**src/rtl/fetch_pkg.sv**
```systemverilog
// Shared types and constants for the instruction fetch sequencer:
// FSM state encoding, jump opcode, default window length and the jump table.
package fetch_pkg;

  typedef enum logic [1:0] {
    IDLE,
    REQ,
    HOLD,
    DECIDE
  } fetch_state_e;

  localparam logic [2:0] JUMP_OPCODE    = 3'b111;
  localparam int         PHASES_DEFAULT = 5;
  localparam int         JT_WIDTH       = 32;

  // Entries are stored 32 bits wide; jump_lut truncates them to the address width.
  localparam logic [JT_WIDTH-1:0] JUMP_TABLE [32] = '{
    32'h0000_0000, 32'h0000_0010, 32'h0000_0020, 32'h0000_00A0,
    32'h0000_0040, 32'h0000_0155, 32'h0000_0060, 32'h0000_0070,
    32'h0000_0100, 32'h0000_0110, 32'h0000_0120, 32'h0000_0130,
    32'h0000_0200, 32'h0000_0210, 32'h0000_0220, 32'h0000_0230,
    32'h0000_0300, 32'h0000_0310, 32'h0000_0320, 32'h0000_0330,
    32'h0000_0400, 32'h0000_0410, 32'h0000_0420, 32'h0000_0430,
    32'h0000_0800, 32'h0000_0810, 32'h0000_0820, 32'h0000_0830,
    32'h0000_0F00, 32'h0000_0F10, 32'h0000_1F20, 32'h0001_2ABC
  };

endpackage

```
**src/rtl/jump_lut.sv**
```systemverilog
// Combinational jump-table lookup: 5-bit index to a D-bit absolute target.
module jump_lut
  import fetch_pkg::*;
#(
  parameter int D = 12
) (
  input  logic [4:0]   idx,
  output logic [D-1:0] addr
);

  // NOTE: the table is a constant, not storage, so there is nothing to reset;
  // entries wider than D simply lose their upper bits.
  assign addr = D'(JUMP_TABLE[idx]);

endmodule

```
**src/rtl/fetch_sequencer.sv**
```systemverilog
// Fixed-window instruction fetch: one memory read per PHASES-cycle window,
// followed by an optional absolute jump decoded from the fetched word.
module fetch_sequencer
  import fetch_pkg::*;
#(
  parameter int D      = 12,
  parameter int W      = 9,
  parameter int PHASES = PHASES_DEFAULT
) (
  input  logic         clk,
  input  logic         reset,
  input  logic [D-1:0] prog_ctr,
  input  logic         cond_flag,
  output logic         mem_req,
  output logic [D-1:0] mem_addr,
  input  logic         mem_ack,
  input  logic [W-1:0] mem_rdata,
  output logic [W-1:0] instr,
  output logic         instr_valid,
  output logic         branchFlag,
  output logic [D-1:0] target,
  output logic         fetch_miss
);

  localparam int            PW       = $clog2(PHASES);
  localparam logic [PW-1:0] PH_FIRST = '0;
  localparam logic [PW-1:0] PH_ACK   = PW'(2);
  localparam logic [PW-1:0] PH_DEC   = PW'(3);
  localparam logic [PW-1:0] PH_LAST  = PW'(PHASES - 1);

  logic [PW-1:0] phase;
  fetch_state_e  state;
  logic [D-1:0]  jump_addr;
  logic          ack_ok;
  logic          take_jump;

  jump_lut #(.D(D)) u_jump_lut (
    .idx  (instr[4:0]),
    .addr (jump_addr)
  );

  // Acks that arrive after the request window has closed are late and dropped.
  assign ack_ok    = (state == REQ) && mem_ack && (phase <= PH_ACK);
  assign take_jump = (instr[W-1:W-3] == JUMP_OPCODE) && (instr[W-4] || cond_flag);

  // NOTE: every register here is assigned non-blocking so all state advances
  // together on the edge, independent of statement order.
  always_ff @(posedge clk or posedge reset) begin
    if (reset) begin
      phase       <= '0;
      state       <= IDLE;
      mem_req     <= 1'b0;
      mem_addr    <= '0;
      instr       <= '0;
      instr_valid <= 1'b0;
      branchFlag  <= 1'b0;
      target      <= '0;
      fetch_miss  <= 1'b0;
    end else begin
      phase <= (phase == PH_LAST) ? '0 : phase + 1'b1;

      case (state)
        IDLE: begin
          if (phase == PH_FIRST) begin
            state    <= REQ;
            mem_req  <= 1'b1;
            mem_addr <= prog_ctr;
          end
        end

        REQ: begin
          if (ack_ok) begin
            state       <= HOLD;
            mem_req     <= 1'b0;
            instr       <= mem_rdata;
            instr_valid <= 1'b1;
          end else if (phase == PH_ACK) begin
            mem_req    <= 1'b0;
            fetch_miss <= 1'b1;
          end else if (phase == PH_LAST) begin
            state <= IDLE;
          end
        end

        HOLD: begin
          if (phase == PH_DEC) begin
            state <= DECIDE;
            if (take_jump) begin
              branchFlag <= 1'b1;
              target     <= jump_addr;
            end
          end
        end

        DECIDE: begin
          if (phase == PH_LAST) begin
            state       <= IDLE;
            instr_valid <= 1'b0;
            branchFlag  <= 1'b0;
          end
        end

        default: state <= IDLE;
      endcase
    end
  end

endmodule

```
**config.mk**
```make
export PLATFORM = sky130hd
export DESIGN_NAME = fetch_sequencer
export DESIGN_NICKNAME = d
export VERILOG_FILES = /design/src/rtl/fetch_pkg.sv /design/src/rtl/jump_lut.sv /design/src/rtl/fetch_sequencer.sv
export SDC_FILE = /design/constraint.sdc
export NUM_CORES = 1
export LEC_CHECK = 0
export ABC_CLOCK_PERIOD_IN_PS = 1600
export BUFFER_PORTS_ARGS = -buffer_cell sky130_fd_sc_hd__buf_4
export CAP_MARGIN = 10
export CORE_UTILIZATION = 35
export CTS_BUF_LIST = sky130_fd_sc_hd__clkbuf_4 sky130_fd_sc_hd__clkbuf_8
export CTS_CLUSTER_SIZE = 20
export DETAILED_ROUTE_END_ITERATION = 16
export GPL_TIMING_DRIVEN = 1
export PLACE_DENSITY_LB_ADDON = 0.2
export SETUP_SLACK_MARGIN = 0.2
export SLEW_MARGIN = 15
export SYNTH_ARGS = -nofsm -noshare
export SYNTH_HDL_FRONTEND = slang
export SYNTH_SLANG_ARGS = --single-unit
```
**constraint.sdc**
```tcl
create_clock -name clk -period 1.6 [get_ports clk]
set_input_delay 0.32 -clock clk [delete_from_list [all_inputs] [get_ports clk]]
set_output_delay 0.32 -clock clk [all_outputs]
set_load 0.05 [all_outputs]
```
# Word level (Yosys, flattened, before mapping)
# Memories as Yosys holds them, arrays and structs flattened. A register that Yosys moved wholly into a read port is not among the register bits.
# Index checks and enable logic that the tools add are counted.
[classes]
mux = 17
shifts = 0
div_mod_pow = 0
n_eq_ne = 14
add_sub_neg = 1
magnitude_cmp = 1
reduce_logical = 17
n_mul = 0
bitwise_logic = 2
[ops]
columns = ["operator", "count"]
rows = [
  ["AND reduction 3 bit", 5],
  ["two-way mux 2 bit", 5],
  ["inequality test 2 bit, second input constant", 5],
  ["case mux 2 bit (4 select lines)", 1],
  ["two-way mux 1 bit", 7],
  ["equality test 3 x 2 -> 1 bit, second input constant", 2],
  ["equality test 3 bit, second input constant", 2],
  ["NOT 5 -> 6 bit", 1],
  ["case mux 1 bit (2 select lines)", 3],
  ["nonzero test 2 bit", 3],
  ["equality test 2 bit, second input constant", 2],
  ["AND reduction 2 bit", 2],
  ["AND reduction 4 bit", 1],
  ["adder 3 x 1 -> 3 bit, second input constant", 1],
  ["<= comparator 3 x 2 -> 1 bit, second input constant", 1],
  ["logical AND 1 bit", 3],
  ["logical NOT 3 bit", 1],
  ["two-way mux 3 bit", 1],
  ["inequality test 3 x 2 -> 1 bit, second input constant", 1],
  ["inequality test 3 bit, second input constant", 1],
  ["equality test 2 x 1 -> 1 bit, second input constant", 1],
  ["logical NOT 2 bit", 1],
  ["logical OR 1 bit", 1],
  ["NOT 1 bit", 1],
]
[totals]
latch_bits = 0
word_cells = 61
output_inout_bits = 37
ramBits = 0
reg_bits = 30
memories = 1
mem_bits_ro = 1024
inputBits = 25
[mem_list]
columns = ["memory", "words", "width", "rd", "rd_clocked_by_memory_dff", "wr", "line", "source"]
rows = [
  ["(no name shown)", 32, 32, 1, 1, 0, "jump_lut.sv:13", "assign addr = D'(JUMP_TABLE[idx]);"],
]

# Depth between registers and ports, before layout
# Gate-level depths: netlist of the first run.
[depth]
ltp_word = 5
mapped_depth = 5
mapped_depth_nobuf = 5

# Modules after synthesis
# A second synthesis of the first run with hierarchy kept.
[hier_totals]
hier_cells = 149
hier_area_um2 = 2025.7
[modules_own_cells]
columns = ["module", "area_per_inst_um2", "seq_area_each_um2", "cells_per_inst", "n_inst"]
rows = [
  ["fetch_sequencer", 1835.5, 1051.0, 118, 1],
  ["jump_lut", 190.2, 0.0, 31, 1],
]

# Worst setup path before layout of the first run
# No wires, ideal clock.
[synth_path]
kind = "reg-to-reg"
from = "reg instr[7]"
to = "reg target[5]"
setup_slack_ns = -0.076
arrival_ns = 1.551
period_less_slack_ns = 1.676
setup_time_ns = 0.125
n_path_buf = 0
path_stages_with_launch = 4
cell_sequence = "dfrtp_1 o2111ai_2 nor2_2 mux2_2"
[synth_via]
elab_chain_len = 3
[synth_rtl]
columns = ["item", "line", "source"]
rows = [
  ["from (decl)", "fetch_sequencer.sv:18", "output logic [W-1:0] instr,"],
  ["from (signal assigned)", "fetch_sequencer.sv:75", "instr <= mem_rdata;"],
  ["equality test 3 bit", "fetch_sequencer.sv:44", "assign take_jump = (instr[W-1:W-3] == JUMP_OPCODE) && (instr[W-4] || cond_flag);"],
  ["logical AND 1 bit", "fetch_sequencer.sv:44", ""],
  ["AND reduction 3 bit (no source line)", "n/a", ""],
  ["to (decl)", "fetch_sequencer.sv:21", "output logic [D-1:0] target,"],
]
# No other way between the ends.
# A chain may end at the register's enable or synchronous reset.

# Final worst setup path of the first run
[layout_path]
from = "reg phase[1]"
to = "reg target[5]"
[layout_via]
elab_chain_len = 2
[layout_rtl]
columns = ["item", "line", "source"]
rows = [
  ["from (decl)", "fetch_sequencer.sv:31", "logic [PW-1:0] phase;"],
  ["from (signal assigned)", "fetch_sequencer.sv:60", "phase <= (phase == PH_LAST) ? '0 : phase + 1'b1;"],
  ["equality test 3 x 2 -> 1 bit", "fetch_sequencer.sv:86", "if (phase == PH_DEC) begin"],
  ["AND reduction 3 bit (no source line)", "n/a", ""],
]
# No other way between the ends.

==> impl_results.md, run 1 <==
- Share of the synthesized area in the top cell type: 55.18%
- Largest stage delay on the critical path: 0.46 ns
- Register area share after synthesis: 55.18%
- Nets: 250
- Outcome: finished clean
- Post-Route WL: ~4400 µm
- Die area: 5608 µm²
- Critical path's slowest cell: dfrtp_2
- Reg2Reg Depth: 5
- Tmin final: about 1.5 ns
- Yosys cell types: 36
- Post-DRT Antenna Nets: 0
- Pleak: 0.001327 µW
- Final Skew: 0.007868 ns
- Post-synth top area cell: dfrtp_1
- Starting density of the core: between 30% and 40%
- Cell Chain, Critical Path: ha_4, ha_4, nand3b_4, nor2_4, mux2_4
- Post-synthesis register bit count: 41
- Most frequent cells in the layout: buf_4 (70), dfrtp_1 (29), mux2_4 (26)
- Multi-input gate area: 938.4 µm²
- R2R Path Start: phase[1]
- Root Driver: clkbuf_8
- Fin crit share: 95.38%
- Routed via count: approximately 1,400
- Buf/Inv on CP: 0
- Hold Crit Class: input port to asynchronous set/reset pin
- Cell area after synthesis: between 1500 and 2000 µm²
- Hold buffer count at CTS: 0
- H-tree depth: 2
- PwrDens: about 1900 nW/µm²
- Antenna diodes: 0
- DRT Pass-1 Iters: 4
- RSZ-0062 raised after global routing: yes
- Startpoint types: flop
- Clk sinks: 41
- Maximum clock rate: between 0.6 and 0.7 GHz
- Number of port buffers: 60
- Final setup vio count: 0
- Vias in the first global route: between 1,000 and 1,500
- Setup TNS: 0 ns
- Worst EP required: 1.77 ns
- Inst Count DP: around 280
- Reg clk slew, reported paths: ~0.080 ns
- Synth warnings: 0
- Share of cells above drive strength 1: 61.36%
- Crit path DAT: between 1.5 and 2 ns
- Post-route insts no fill: between 200 and 300
- Die H: between 70 and 80 µm
- Max Slew Vio Count: 0
- Crit path top cell by count: ha_4
- Via-to-Cell Ratio: 4.769
- Num CTS Buffers: 5
- Max-cap viol count: 0
- Die Width: 74.89 µm
- Clk Latency, worst-skew pair: just under 0.3 ns
- Worst Path Max Fanout: 5
- Number of remaining DRC errors: 0
- Drt wl/cell: about 15 µm
- Grt ovf: 0
- Rel. slew slack: 66.06%
- Syn Nets: roughly 180
- CP delay by family, top: flip-flops
- Top-level port count: 62
- Dominant cells by area after synthesis: dfrtp_1 (55%), mux2_2 (12%), mux2_4 (4.8%)
- CTS tree: done
- Routability congestion estimate: 0.7633
- Clk buf depth: 2
- Final Hold Vio Count: 0
- Initial antenna violation count: 0
- Total GRT Usage: roughly 16%
- Mapped Avg Cell Area: 12.91 µm²
- Setup CP Type: flop to flop
- Worst Tran Pin Value: 0.5091 ns
- Core area: 5107 µm²
- Synthesis-to-layout area growth: 47.38%
- FF-to-FF End: target[5]
- Filler cell count in the final layout: 465
- Most common cell after layout, fill and taps aside: buf_4
- Flop-to-flop setup slack: roughly 0.074 ns
- Maximum vdd drop: 0.8856 mV
- FP Rows: 26
- Largest net degree at the start of global routing: 42
- DPL Wire Length: roughly 3000 µm
- Global-route wire length before repair: roughly 6400 µm
- Crit end category: flop
- Post-Syn Instances: between 100 and 150
- Number of DRC markers in iteration 0: 63
- Register area: 1041 µm²
## Yosys cell counts
library cell and number:
o21ai_0 12, a21boi_0 1, nand3b_2 1, nor2_1 2, o22ai_1 1, o2111ai_2 2
a41o_1 1, ha_1 6, mux2_4 6, buf_2 1, o31ai_1 1, or2_1 1
nand2_1 8, o21bai_1 2, nand3_1 2, and2b_1 1, nor4_1 1, a21oi_1 6
a22o_1 1, mux2_1 1, o21a_1 1, or4b_1 1, nand2b_1 1, and3_4 1
mux2_2 19, buf_4 1, mux2i_1 1, dfrtp_1 41, and2_1 2, xor2_1 1
or3b_2 1, inv_1 9, o31a_1 2, buf_6 3, conb_1 1, nor2_2 2
## per-layer routing
| metal | part of all wire [%] | routed length, µm | vias to the layer above | track usage (%) |
|---|---|---|---|---|
| met4 | 1.2 | 53 | 0 | 5.660 |
| li1 | - | - | 654 | - |
| met2 | 48 | 2087 | 44 | 26.63 |
| met1 | 45 | 1972 | 679 | 18.71 |
| met5 | 0 | 0 | - | 0 |
| met3 | 5.6 | 243 | 6 | 4.284 |
## report_power, final
group | total [µW] | switching [µW] | leakage [µW] | internal [µW]
clock network | 661 | 342 | 0.0000484 | 319
registers | 1820 | 406 | 0.000485 | 1420
logic | 2700 | 1700 | 0.000794 | 1000
total | 5190 | 2450 | 0.00133 | 2740
## area by class of cell
| type | instances | share of cell area, % |
|---|---|---|
| multi-input combinational | 90 | 34.25 |
| clock inverter | 2 | 0.3653 |
| sequential | 41 | 37.99 |
| clock buffer | 6 | 2.785 |
| timing repair buffer | 72 | 20.00 |
| tap | 70 | 3.196 |
| inverter | 9 | 1.416 |
## cell families after synthesis
family / after synthesis / share of synthesized area (%)
xor+xnor: 1 / 0.4711
simple gates: 24 / 7.538
mux: 27 / 17.50
compound gates: 30 / 10.77
buf+inv: 14 / 4.306
other cells: 1 / 0.2017
flops: 41 / 55.18
fa+ha+maj: 6 / 4.038
## how the worst max path moves through the flow
stage	startpoint	endpoint	slack [ns]	cells past startpoint
floorplan	instr[4]	target[7]	0.11	4
global placement	phase[1]	target[5]	0.12	5
detailed placement	phase[1]	mem_req	0.07	5
CTS	phase[1]	target[5]	0.08	5
global route	phase[1]	target[7]	0.04	5
finish	phase[1]	target[5]	0.07	5
## worst min-delay path: stages
cell and delay (ns):
buf_4 0.11, inv_1 0.04, buf_4 0.43
## registers in the layout, summed over array words and instances (netlist names)
signal       cells
instr            9
instr_valid      1
branchFlag       1
phase            3
mem_req          1
target          11
mem_addr        12
fetch_miss       1
state            2
## stage by stage
step	hold WS [ns]	setup WS, ns	utilization (%)	total power (µW)	cell area (µm²)
floorplan	0.4290	0.1119	-	3637	1936
global placement	0.4413	0.1166	48.29	4355	2466
detailed placement	0.4661	0.06946	48.29	4416	2466
CTS	0.1711	0.08275	52.20	5153	2666
global route	0.2049	0.03796	53.65	5453	2740
finish	0.1575	0.07387	53.65	5185	2740
## timing repair
action,4_1_cts,5_1_grt
buffers inserted,5,1
setup endpoints to repair,33,34
gates resized for setup,20,17
gates cloned,0,1
pin swaps,8,3
Note: power is estimated with default switching activity, not from simulation.
==> inputs of run 2 (changes only) <==
--- a/config.mk
+++ b/config.mk
@@ -9,7 +9,7 @@
 export BUFFER_PORTS_ARGS = -buffer_cell sky130_fd_sc_hd__buf_4
 export CAP_MARGIN = 10
 export CORE_UTILIZATION = 35
-export CTS_BUF_LIST = sky130_fd_sc_hd__clkbuf_4 sky130_fd_sc_hd__clkbuf_8
+export CTS_BUF_LIST = sky130_fd_sc_hd__clkbuf_8
 export CTS_CLUSTER_SIZE = 20
 export DETAILED_ROUTE_END_ITERATION = 16
 export GPL_TIMING_DRIVEN = 1
==> impl_results.md, run 2 (synthesis results as in run 1) <==
- Outcome: finished clean
- Post-DRT Antenna Nets: 0
- Root Driver: clkbuf_8
- CP delay by family, top: flip-flops
- DPL Wire Length: about 2900 µm
- Vias in the first global route: 1,386
- RSZ-0062 raised after global routing: yes
- Setup TNS: 0 ns
- Clock Power Share: about an eighth
- Hold Crit Class: input port to asynchronous set/reset pin
- Top-level port count: 62
- Max-cap viol count: 0
- H-tree depth: 2
- Flop-to-flop setup slack: 0.08 ns
- Fin crit share: 95.23%
- Share of cells above drive strength 1: 60.73%
- Buf/Inv on CP: 0
- Hold buffer count at CTS: 0
- Combinational Power Share: 52.3%
- Initial antenna violation count: 0
- DP Worst Slack: about 0.07 ns
- Die area: 5608 µm²
- Worst Path Max Fanout: 5
- Pleak: 0.001324 µW
- Die Width: 74.89 µm
- NetSw: 2447 µW
- Routability congestion estimate: 0.7633
- Clk Latency, worst-skew pair: 0.29 ns
- Cell Chain, Critical Path: ha_4, ha_4, nand3b_4, nor2_4, mux2_4
- Register area: 1041 µm²
- Final Util: 53.43%
- Worst EP required: 1.78 ns
- Max Slew Vio Count: 0
- Startpoint types: flop
- Grt ovf: 0
- Number of port buffers: 60
- Crit path top cell by count: ha_4
- Total GRT Usage: 15.54%
- Final setup vio count: 0
- CTS tree: done
- Most common cell after layout, fill and taps aside: buf_4
- Core area: 5107 µm²
- Final Skew: 0.008421 ns
- Setup CP Type: flop to flop
- Number of DRC markers in iteration 0: 67
- Largest net degree at the start of global routing: 42
- Global-route wire length before repair: 6437 µm
- Post-Route WL: 4351 µm
- PwrDens: around 1900 nW/µm²
- Inst Count DP: 275
- DRT Pass-1 Iters: 4
- Num CTS Buffers: 5
- Maximum clock rate: approximately 0.66 GHz
- Die H: 74.89 µm
- Final Hold Vio Count: 0
- Maximum vdd drop: ~0.88 mV
- Tmin final: ~1.5 ns
- Synthesis-to-layout area growth: 46.77%
- Crit path DAT: ~1.7 ns
- Setup WS post-layout: 0.07634 ns
- Number of remaining DRC errors: 0
- Crit end category: flop
- Antenna diodes: 0
- Reg clk slew, reported paths: 0.08 ns
- Most frequent cells in the layout: buf_4 (69), dfrtp_1 (29), mux2_4 (26)
- Largest regs: mem_addr: 12 flops, target: 11 flops, instr: 9 flops
- Max reg flops: 12
- Sequential share of power: 35.3%
- Via-to-Cell Ratio: 4.779
- Filler cell count in the final layout: 465
- Nets: 249
- Clk sinks: 41
- Critical path's slowest cell: dfrtp_2
- Largest register by flop count: mem_addr
- Largest stage delay on the critical path: between 0.4 and 0.5 ns
- Post-route insts no fill: 289
- Routed via count: 1,381
- Drt wl/cell: 15.06 µm
- Worst Tran Pin Value: just over 0.5 ns
- Internal: 2716 µW
- Multi-input gate area: 938.4 µm²
- Sw Ratio: roughly 47%
- Clk buf depth: 2
- Rel. slew slack: 66.09%
- FP Rows: 26
- Starting density of the core: 36.40%
==> run 2: cell count changes in the layout (fill, tap and decap cells not counted) <==
cell	before	now
inv_1	6	7
buf_4	70	69
clkbuf_4	1	0
==> run 2: routing by layer <==
| layer | track usage, % | wire [µm] |
|---|---|---|
| met2 | 26.63 | 2124 |
| met1 | 18.71 | 1949 |
| met5 | 0 | 0 |
| met4 | 5.660 | 34 |
| met3 | 4.284 | 243 |
==> run 2: worst register-to-register path, delay by kind of cell, from the launching register on <==
family                     cells  cell delay [ns]
DFF                            1             0.46
muxes                          1             0.33
and+or+nand+nor                2             0.32
adders and majority gates      2             0.31
==> run 2: final cells by class <==
type                            count  area share, %
Tap cell                           70          3.210
Clock buffer                        5          2.522
Clock inverter                      3         0.5044
Sequential cell                    41          38.15
Multi-Input combinational cell     90          34.39
Inverter                            9          1.421
Timing Repair Buffer               71          19.81
==> run 2: worst paths after layout <==
path / depth (start not counted) / to / start
min in group clk: 2 / instr[7] / mem_rdata[7]
max in group asynchronous: 3 / instr[1] / reset
hold reg to reg: 1 / fetch_miss / fetch_miss
hold / removal: 3 / mem_req / reset
setup reg to reg: 5 / target[5] / phase[1]
setup / recovery: 5 / target[5] / phase[1]
==> run 2: power by group through the flow <==
stage | registers [µW] | logic, µW | clock network (µW)
after global routing | 1880 | 2850 | 704
after global placement | 1800 | 2560 | 0
after CTS | 1810 | 2650 | 666
after floorplan | 2910 | 732 | 0
final | 1820 | 2700 | 640
after detailed placement | 1830 | 2590 | 0
==> run 2: per-stage QoR <==
stage	cell area, µm²	hold WS (ns)	power [µW]
after floorplan	1936	0.4290	3637
after detailed placement	2466	0.4661	4416
after CTS	2663	0.1706	5129
after global routing	2729	0.2045	5431
final	2729	0.1563	5163
after global placement	2466	0.4413	4355
==> run 2: repair_timing <==
action | CTS | global route
gates cloned | 0 | 1
pin swaps | 8 | 2
endpoints found under the setup margin | 33 | 34
buffers inserted | 5 | 0
resized for setup | 20 | 17
